## config.mk

```make
export PLATFORM = sky130hd
export DESIGN_NAME = hex_display_buffer_flat
export DESIGN_NICKNAME = d
export VERILOG_FILES = /design/src/rtl/hex_display_buffer_if.sv /design/src/rtl/hex_display_buffer.sv /design/src/flat_wrapper.sv
export SDC_FILE = /design/constraint.sdc
export NUM_CORES = 1
export LEC_CHECK = 0
export ABC_AREA = 1
export CELL_PAD_IN_SITES_DETAIL_PLACEMENT = 1
export CELL_PAD_IN_SITES_GLOBAL_PLACEMENT = 2
export CORE_MARGIN = 3
export CORE_UTILIZATION = 25
export DETAILED_ROUTE_END_ITERATION = 7
export GPL_ROUTABILITY_DRIVEN = 0
export PLACE_DENSITY = 0.78
export SLEW_MARGIN = 5
export SYNTH_ARGS = -nofsm -noshare
export SYNTH_HDL_FRONTEND = slang
export SYNTH_SLANG_ARGS = --single-unit
```

## constraint.sdc

```tcl
create_clock -name clock -period 2.5 [get_ports clock]
set_input_delay 0.5 -clock clock [delete_from_list [all_inputs] [get_ports clock]]
set_output_delay 0.5 -clock clock [all_outputs]
set_load 0.005 [all_outputs]
```

## src/rtl/hex_display_buffer_if.sv

```systemverilog
// hex_display_buffer_if
// Bundles the command, read-back and display signals of hex_display_buffer.
//   master : the controller side (keyboard decoder, test bench) that drives
//            commands and observes the buffer state.
//   slave  : the buffer itself.
// Signals:
//   wr_en/wr_addr/wr_data  direct addressed write
//   push/push_data         append at cursor
//   backspace              retreat cursor and zero that entry
//   clear                  start the clear sweep
//   rd_addr/rd_data        registered read-back port
//   cursor/full/overflow/busy  status
//   hex                    flat view of the whole buffer
interface hex_display_buffer_if #(
    parameter int DATA_WIDTH = 8,
    parameter int DEPTH      = 8,
    parameter int ADDR_WIDTH = 3
);
    logic                        wr_en;
    logic [ADDR_WIDTH-1:0]       wr_addr;
    logic [DATA_WIDTH-1:0]       wr_data;
    logic                        push;
    logic [DATA_WIDTH-1:0]       push_data;
    logic                        backspace;
    logic                        clear;
    logic [ADDR_WIDTH-1:0]       rd_addr;
    logic [DATA_WIDTH-1:0]       rd_data;
    logic [ADDR_WIDTH:0]         cursor;
    logic                        full;
    logic                        overflow;
    logic                        busy;
    logic [DEPTH*DATA_WIDTH-1:0] hex;

    modport master (
        output wr_en, wr_addr, wr_data, push, push_data, backspace, clear, rd_addr,
        input  rd_data, cursor, full, overflow, busy, hex
    );

    modport slave (
        input  wr_en, wr_addr, wr_data, push, push_data, backspace, clear, rd_addr,
        output rd_data, cursor, full, overflow, busy, hex
    );
endinterface

```

## src/rtl/hex_display_buffer.sv

```systemverilog
// hex_display_buffer
// Byte-addressed display buffer feeding the seven-segment and VGA text overlay
// paths. Accepts direct addressed writes plus keyboard-style cursor entry
// (append, backspace) and a multi-cycle clear sweep that zeroes one entry per
// cycle. The full buffer is exposed flat on hex; rd_data is a registered
// read-back of a single entry.
// Ports:
//   clock  rising-edge system clock
//   reset  synchronous, active-high
//   bus    hex_display_buffer_if.slave (commands, read-back, status, hex)
module hex_display_buffer #(
    parameter int DATA_WIDTH = 8,
    parameter int DEPTH      = 8,
    parameter int ADDR_WIDTH = 3,
    parameter int WRAP       = 0
) (
    input logic              clock,
    input logic              reset,
    hex_display_buffer_if.slave bus
);
    localparam int CW = ADDR_WIDTH + 1;
    localparam logic [CW-1:0]         C_DEPTH  = CW'(DEPTH);
    localparam logic [CW-1:0]         C_LAST   = CW'(DEPTH - 1);
    localparam logic [ADDR_WIDTH-1:0] LAST_IDX = ADDR_WIDTH'(DEPTH - 1);

    localparam logic [0:0] ST_IDLE     = 1'b0;
    localparam logic [0:0] ST_CLEARING = 1'b1;

    logic [DATA_WIDTH-1:0] r_mem [DEPTH];
    logic [0:0]            r_state;
    logic [ADDR_WIDTH-1:0] r_sweepIdx;
    logic [CW-1:0]         r_cursor;
    logic                  r_overflow;
    logic [DATA_WIDTH-1:0] r_rdData;

    logic                  w_idle;
    logic                  w_full;
    logic                  w_doClear;
    logic                  w_doWrite;
    logic                  w_doPush;
    logic                  w_doBack;
    logic                  w_wrInRange;
    logic [CW-1:0]         w_cursorDec;
    logic                  w_we;
    logic [ADDR_WIDTH-1:0] w_waddr;
    logic [DATA_WIDTH-1:0] w_wdata;
    logic [DATA_WIDTH-1:0] w_rdMux;

    assign w_idle      = (r_state == ST_IDLE);
    assign w_full      = (r_cursor == C_DEPTH);
    assign w_wrInRange = ({1'b0, bus.wr_addr} < C_DEPTH);
    assign w_cursorDec = r_cursor - CW'(1);

    // Only one command is honoured per cycle; the decode below encodes the
    // priority so lower strobes in the same cycle simply vanish.
    assign w_doClear = w_idle && bus.clear;
    assign w_doWrite = w_idle && !bus.clear && bus.wr_en;
    assign w_doPush  = w_idle && !bus.clear && !bus.wr_en && bus.push;
    assign w_doBack  = w_idle && !bus.clear && !bus.wr_en && !bus.push && bus.backspace;

    // Single shared write port: the sweep, direct writes, appends and
    // backspaces never happen together, so one address/data pair suffices.
    always_comb begin
        w_we    = 1'b0;
        w_waddr = '0;
        w_wdata = '0;
        if (!w_idle) begin
            w_we    = 1'b1;
            w_waddr = r_sweepIdx;
        end else if (w_doWrite) begin
            w_we    = w_wrInRange;
            w_waddr = bus.wr_addr;
            w_wdata = bus.wr_data;
        end else if (w_doPush) begin
            w_we    = !w_full;
            w_waddr = r_cursor[ADDR_WIDTH-1:0];
            w_wdata = bus.push_data;
        end else if (w_doBack) begin
            if (r_cursor != '0) begin
                w_we    = 1'b1;
                w_waddr = w_cursorDec[ADDR_WIDTH-1:0];
            end else if (WRAP != 0) begin
                w_we    = 1'b1;
                w_waddr = LAST_IDX;
            end
        end
    end

    // Entry storage; compare-per-entry keeps non power-of-two depths safe.
    always_ff @(posedge clock) begin
        if (reset) begin
            for (int i = 0; i < DEPTH; i++) r_mem[i] <= '0;
        end else begin
            for (int i = 0; i < DEPTH; i++) begin
                if (w_we && (w_waddr == ADDR_WIDTH'(i))) r_mem[i] <= w_wdata;
            end
        end
    end

    // Read-back mux; addresses past the end read as zero.
    always_comb begin
        w_rdMux = '0;
        for (int i = 0; i < DEPTH; i++) begin
            if (bus.rd_addr == ADDR_WIDTH'(i)) w_rdMux = r_mem[i];
        end
    end

    always_ff @(posedge clock) begin
        if (reset) r_rdData <= '0;
        else       r_rdData <= w_rdMux;
    end

    // Clear sweep FSM: walks r_sweepIdx from 0 to DEPTH-1, one entry per cycle.
    always_ff @(posedge clock) begin
        if (reset) begin
            r_state    <= ST_IDLE;
            r_sweepIdx <= '0;
        end else if (r_state == ST_IDLE) begin
            if (w_doClear) begin
                r_state    <= ST_CLEARING;
                r_sweepIdx <= '0;
            end
        end else begin
            if (r_sweepIdx == LAST_IDX) begin
                r_state    <= ST_IDLE;
                r_sweepIdx <= '0;
            end else begin
                r_sweepIdx <= r_sweepIdx + ADDR_WIDTH'(1);
            end
        end
    end

    // Cursor and sticky overflow. With WRAP=0 the cursor may rest at DEPTH,
    // which is what makes full true.
    always_ff @(posedge clock) begin
        if (reset) begin
            r_cursor   <= '0;
            r_overflow <= 1'b0;
        end else if (w_doClear) begin
            r_cursor   <= '0;
            r_overflow <= 1'b0;
        end else if (w_doPush) begin
            if (w_full)                                 r_overflow <= 1'b1;
            else if ((WRAP != 0) && (r_cursor == C_LAST)) r_cursor <= '0;
            else                                        r_cursor <= r_cursor + CW'(1);
        end else if (w_doBack) begin
            if (r_cursor != '0)  r_cursor <= w_cursorDec;
            else if (WRAP != 0)  r_cursor <= C_LAST;
        end
    end

    for (genvar g = 0; g < DEPTH; g++) begin : g_hex
        assign bus.hex[g*DATA_WIDTH +: DATA_WIDTH] = r_mem[g];
    end

    assign bus.rd_data  = r_rdData;
    assign bus.cursor   = r_cursor;
    assign bus.full     = w_full;
    assign bus.overflow = r_overflow;
    assign bus.busy     = !w_idle;
endmodule

```

## src/flat_wrapper.sv

```systemverilog
// flat-port wrapper written by rule: the top's interface ports become plain ports
module hex_display_buffer_flat 
#(
    parameter int DATA_WIDTH = 8,
    parameter int DEPTH      = 8,
    parameter int ADDR_WIDTH = 3,
    parameter int WRAP       = 0
)
  (clock, reset, bus_wr_en, bus_wr_addr, bus_wr_data, bus_push, bus_push_data, bus_backspace, bus_clear, bus_rd_addr, bus_rd_data, bus_cursor, bus_full, bus_overflow, bus_busy, bus_hex);
  hex_display_buffer_if #(.DATA_WIDTH(DATA_WIDTH), .DEPTH(DEPTH), .ADDR_WIDTH(ADDR_WIDTH)) bus_i ();
  input logic clock;
  input logic reset;
  input wire logic [$bits(bus_i.wr_en)-1:0] bus_wr_en;
  input wire logic [$bits(bus_i.wr_addr)-1:0] bus_wr_addr;
  input wire logic [$bits(bus_i.wr_data)-1:0] bus_wr_data;
  input wire logic [$bits(bus_i.push)-1:0] bus_push;
  input wire logic [$bits(bus_i.push_data)-1:0] bus_push_data;
  input wire logic [$bits(bus_i.backspace)-1:0] bus_backspace;
  input wire logic [$bits(bus_i.clear)-1:0] bus_clear;
  input wire logic [$bits(bus_i.rd_addr)-1:0] bus_rd_addr;
  output wire logic [$bits(bus_i.rd_data)-1:0] bus_rd_data;
  output wire logic [$bits(bus_i.cursor)-1:0] bus_cursor;
  output wire logic [$bits(bus_i.full)-1:0] bus_full;
  output wire logic [$bits(bus_i.overflow)-1:0] bus_overflow;
  output wire logic [$bits(bus_i.busy)-1:0] bus_busy;
  output wire logic [$bits(bus_i.hex)-1:0] bus_hex;
  assign bus_i.wr_en = bus_wr_en;
  assign bus_i.wr_addr = bus_wr_addr;
  assign bus_i.wr_data = bus_wr_data;
  assign bus_i.push = bus_push;
  assign bus_i.push_data = bus_push_data;
  assign bus_i.backspace = bus_backspace;
  assign bus_i.clear = bus_clear;
  assign bus_i.rd_addr = bus_rd_addr;
  assign bus_rd_data = bus_i.rd_data;
  assign bus_cursor = bus_i.cursor;
  assign bus_full = bus_i.full;
  assign bus_overflow = bus_i.overflow;
  assign bus_busy = bus_i.busy;
  assign bus_hex = bus_i.hex;
  hex_display_buffer #(.DATA_WIDTH(DATA_WIDTH), .DEPTH(DEPTH), .ADDR_WIDTH(ADDR_WIDTH), .WRAP(WRAP)) u_core (.clock(clock), .reset(reset), .bus(bus_i));
endmodule
```

Yosys cells after proc, flatten, opt, wreduce, memory -nomap -nowiden
Memories as Yosys holds them, arrays and structs flattened.
Index checks and enable logic that the tools add are counted.
{"block": "totals", "ff_bits": 17, "ram_bits": 64, "inputBits": 28, "output_inout_bits": 79, "n_memories": 1}
{"block": "op_classes", "addsub": 3, "n_eq_ne": 17, "mux": 65, "n_bitwise": 9, "n_reduce_logical": 28}
{"name": "u_core.r_mem", "words": 8, "width": 8, "read_ports": 8, "rd_ports_with_merged_regs": 0, "write_ports": 8, "line_no": "hex_display_buffer.sv:29", "rtl": "logic [DATA_WIDTH-1:0] r_mem [DEPTH];"}
{"op": "$mux W8", "count": 19}
{"op": "$mux W1", "count": 34}
{"op": "$eq A3 B3 Y1 const B", "count": 9}
{"op": "$mux W3", "count": 8}
{"op": "$mux W4", "count": 4}
{"op": "$logic_and A1 B1 Y1", "count": 15}
{"op": "$eq A3 B2 Y1 const B", "count": 4}
{"op": "$or A1 B1 Y1", "count": 8}
{"op": "$eq A3 B1 Y1 const B", "count": 2}
{"op": "$logic_not A3 Y1", "count": 2}
{"op": "$reduce_bool A2 Y1", "count": 3}
{"op": "$add A4 B1 Y4 const B", "count": 1}
{"op": "$eq A4 B4 Y1 const B", "count": 1}
{"op": "$logic_not A1 Y1", "count": 4}
{"op": "$reduce_bool A4 Y1", "count": 1}
{"op": "$sub A4 B1 Y4 const B", "count": 1}
{"op": "$add A3 B1 Y3 const B", "count": 1}
{"op": "$reduce_and A3 Y1", "count": 1}
{"op": "$ne A2 B2 Y1 const B", "count": 1}
{"op": "$reduce_and A2 Y1", "count": 1}
{"op": "$reduce_or A2 Y1", "count": 1}
{"op": "$not A1 Y1", "count": 1}

Logic depth before layout (Yosys ltp)
{"block": "depth", "word_depth": 15, "mapped_depth": 11, "mapped_depth_nobuf": 11}

Worst setup path before layout
Ideal clock, no wire load.
{"block": "synth_path", "kind": "register -> register", "startpoint": "register u_core.r_cursor[0] (netlist: u_core.bus.cursor[0])", "endpoint": "memory u_core.r_mem[2][0] (netlist: u_core.r_mem[0][16]) (enable)", "setup_ns": 0.329, "t_arrival_ns": 1.666, "t_required_ns": 2.171, "slack_ns": 0.505, "path_stages_with_launch": 12, "path_cell_list": "dfxtp_1 -> inv_1 -> ha_1 -> inv_1 -> nand2_1 -> nand2_1 -> nor2_1 -> nand2_1 -> nand4_2 -> nor2_4 -> nand2_2 -> nand2_1"}
{"item": "start, declared", "line_no": "hex_display_buffer.sv:32", "rtl": "logic [CW-1:0] r_cursor;"}
{"item": "start signal, assigned", "line_no": "hex_display_buffer.sv:145", "rtl": "else r_cursor <= r_cursor + CW'(1);"}
{"item": "start signal, assigned", "line_no": "hex_display_buffer.sv:147", "rtl": "if (r_cursor != '0) r_cursor <= w_cursorDec;"}
{"item": "end, declared", "line_no": "hex_display_buffer.sv:29"}

Worst setup path after layout
{"block": "layout_path", "startpoint": "register u_core.r_cursor[1] (netlist: u_core.bus.cursor[1])", "endpoint": "output bus_full"}
{"block": "layout_via", "elab_chain_cells": 1}
{"item": "$eq A4 B4 Y1", "line_no": "hex_display_buffer.sv:50", "rtl": "assign w_full = (r_cursor == C_DEPTH);"}
{"item": "end, declared", "line_no": "flat_wrapper.sv:23", "rtl": "output wire logic [$bits(bus_i.full)-1:0] bus_full;"}
No other way between the ends.

==> out/results.txt <==
Top-area cell type share of the netlist area - 49.6%
Sw frac - 25.0%
Post-synthesis adder-cell area fraction - 1.61%
Placeable core area - 0.0149 mm^2
First-pass GRT wire length - 18500 um
Syn. warnings - 0
Crit Path Max Fanout - 5
Final setup vio count - 0
Sequential area share after synthesis - 58.4%
Mean Syn Cell Area - 9.29 um^2
I/O Buffers - 106
Min Tclk post-route - 2.33 ns
DRC - 0
Final hold violation count - 0
Cts bufs inserted - 9
Relative slew slack - 63.3%
NetSw - 0.000833 W
Simple logic cell fraction of the synthesized area - 26.1%
CTS sink cnt - 81
Setup slack, reg-to-reg - 0.38 ns
Root Driver - clkbuf_16
Period utilisation layout - 93.0%
Post-CTS Setup Bufs - 0
Commonest cells after routing, fill and taps aside - clkdlybuf4s50_1, nand2_1, nor2_1
Vias per std cell - 4.52
Post-cts resize count - 0
Final Skew - 0.00635 ns
CTS clk-pin slew, worst paths - 0.06 ns
Post-layout nets - 580
Layout cells sized above 1 - 11.2%
Crit path DAT - 1.83 ns
Die ar. - 0.0170 mm^2
Flop pwr share - 47.9%
WL final - 11900 um
F_max - 430 MHz
Met3 Routed Length - 535 um
Routed wire length per instance - 16.2 um
Post-synthesis xor/xnor area fraction - 0.904%
Post-route setup slack - 0.174 ns
Placed Cells - 720
Iter 0 DRT Violations - 128
Fin cells - 736
CTS tree - yes
Die Wd - 130 um
Type of origin of the critical path - register
Most common cell after layout, fill and taps aside - clkdlybuf4s50_1
Worst-margin pin slew - 0.548 ns
Syn_nets - 450
All-Layer GR Usage - 14.1%
Final Util - 37.7%
Combinational share of power - 15.1%
Top-Level Pins - 107
Met1 Wirelength - 5010 um
Pwr dens - 594 mW/mm^2
Top cells by area, synth - edfxtp_1, dfxtp_1, nand2_1
Seq cells post-synth - 81
Synth cell types - 30
Die Y-Extent - 130 um
Mux cell area share after synthesis - 0%
DR vias - 3328
Total gr overflow - 0
Setup WS pre-CTS - -0.0483 ns
Largest net degree at the start of global routing - 19
Initial Util - 26.1%
Htree depth - 3
Largest family of logic cells by synthesized area - simple AND/OR/NAND/NOR gates
Post-synthesis cell count - 417
Initial antenna violation count - 0
Drt pass-1 iters - 4
Rows - 44
DRT antenna net count - 0
Static Leak - 2.29 nW
Crit path required time - 2.00 ns
Peak supply drop - 0.299 mV
RSZ-0062 raised after global routing - no
Max-slew violations - 0
Vias in the first global route - 3507
Max layer used - met4
Worst Reg2Reg Path Length in Cells - 9
Cell area after synthesis - 0.00387 mm^2
Fill cells - 1745
Compound-gate portion of the synthesized area - 5.88%
Endpoint class of the critical path - output pin
Worst Hold Path Cells - 2
Outcome - finished, final reports clean
Cell-internal power - 0.00249 W
HP Class - register to register
Syn-to-layout area delta - 44.5%
Max-cap viol count - 0
Hold-fix buffers, CTS - 0
Worst-Skew Late Latency - 0.34 ns
N_diodes - 0
Crit Path Category - register to output pin
WL met2 - 6280 um
Clock group share of total power - 37.0%
Detailed placement HPWL - 9690 um
Clock buffer depth - 2
Largest area contributor in the synthesized netlist - edfxtp_1
==> logic make-up (layout without fill, tap and decap cells) <==
kind of cell             Yosys count  count (layout)
AO/OA/AOI/OAI                     39              39
AND/OR/NAND/NOR                  221             221
buffers and inverters             67             202
flip-flops                        81              81
XOR/XNOR                           4               4
adder cells (fa/ha/maj)            5               5
==> per-layer routing <==
| metal | GRT usage (%) | up-vias |
|---|---|---|
| met5 | 0 | - |
| met2 | 26.3 | 64 |
| met3 | 3.66 | 7 |
| met1 | 16.2 | 1614 |
| li1 | - | 1643 |
| met4 | 3.09 | 0 |
==> worst max-delay path: stages (launching register included) <==
cell	delay, ns
dfxtp_1	0.37
inv_1	0.15
ha_1	0.23
nand3_1	0.14
inv_1	0.10
clkdlybuf4s50_1	0.50
==> layout make-up <==
| type | count | area, um^2 | area share [%] |
|---|---|---|---|
| sequential | 81 | 2260 | 40.4 |
| multi-input combinational | 269 | 1340 | 23.9 |
| tap | 184 | 230 | 4.11 |
| clock inverter | 6 | 41.3 | 0.738 |
| timing repair buffer | 130 | 1280 | 22.8 |
| inverter | 56 | 210 | 3.76 |
| clock buffer | 10 | 239 | 4.27 |
==> synth_stat cells <==
master / count
edfxtp_1: 64
inv_1: 53
xor2_1: 3
nor3_1: 3
nor2_2: 4
nand4_1: 20
buf_6: 2
nand2_4: 1
nand2_2: 8
a31oi_1: 1
dfxtp_1: 17
inv_2: 2
a21oi_1: 26
o21ai_0: 3
o22ai_1: 1
clkbuf_1: 3
a22o_1: 8
nor3_2: 2
clkinv_1: 1
nand4_2: 2
buf_4: 1
buf_2: 4
nand2_1: 83
nor2_4: 2
nand3_1: 23
nor2_1: 72
buf_1: 1
ha_1: 5
nor2_8: 1
xnor2_1: 1
==> power groups by stage <==
stage / registers (W) / clock network, W / logic, W
after floorplan: 0.00161 / 0 / 0.000203
after global placement: 0.00162 / 0 / 0.000495
after CTS: 0.00159 / 0.00126 / 0.000511
after detailed placement: 0.00162 / 0 / 0.000510
after global routing: 0.00160 / 0.00132 / 0.000553
final: 0.00159 / 0.00123 / 0.000502
==> through the flow <==
stage	hold slack, ns	area (um^2)	total power [W]	TNS (ns)
2_1_floorplan	0.456	3870	0.00181	0
3_3_place_gp	0.455	5320	0.00212	0
3_5_place_dp	0.468	5320	0.00213	-1.15
4_1_cts	0.484	5600	0.00337	0
5_1_grt	0.517	5600	0.00347	0
6_report	0.473	5600	0.00333	0
==> state kept, by name, indices dropped and copies added, names as in the netlist <==
signal	flops
u_core.bus.cursor	4
u_core.r_sweepIdx	3
u_core.bus.busy	1
u_core.bus.rd_data	8
u_core.r_mem	64
u_core.bus.overflow	1
==> path summary, 6_finish.rpt <==
kind | start | endpoint
min reg2reg | u_core.bus.overflow | u_core.bus.overflow
min | u_core.bus.overflow | u_core.bus.overflow
max | u_core.bus.cursor[1] | bus_full
max reg2reg | u_core.bus.cursor[1] | u_core.r_mem[0][22]
Note: power is estimated with default switching activity, not from simulation.
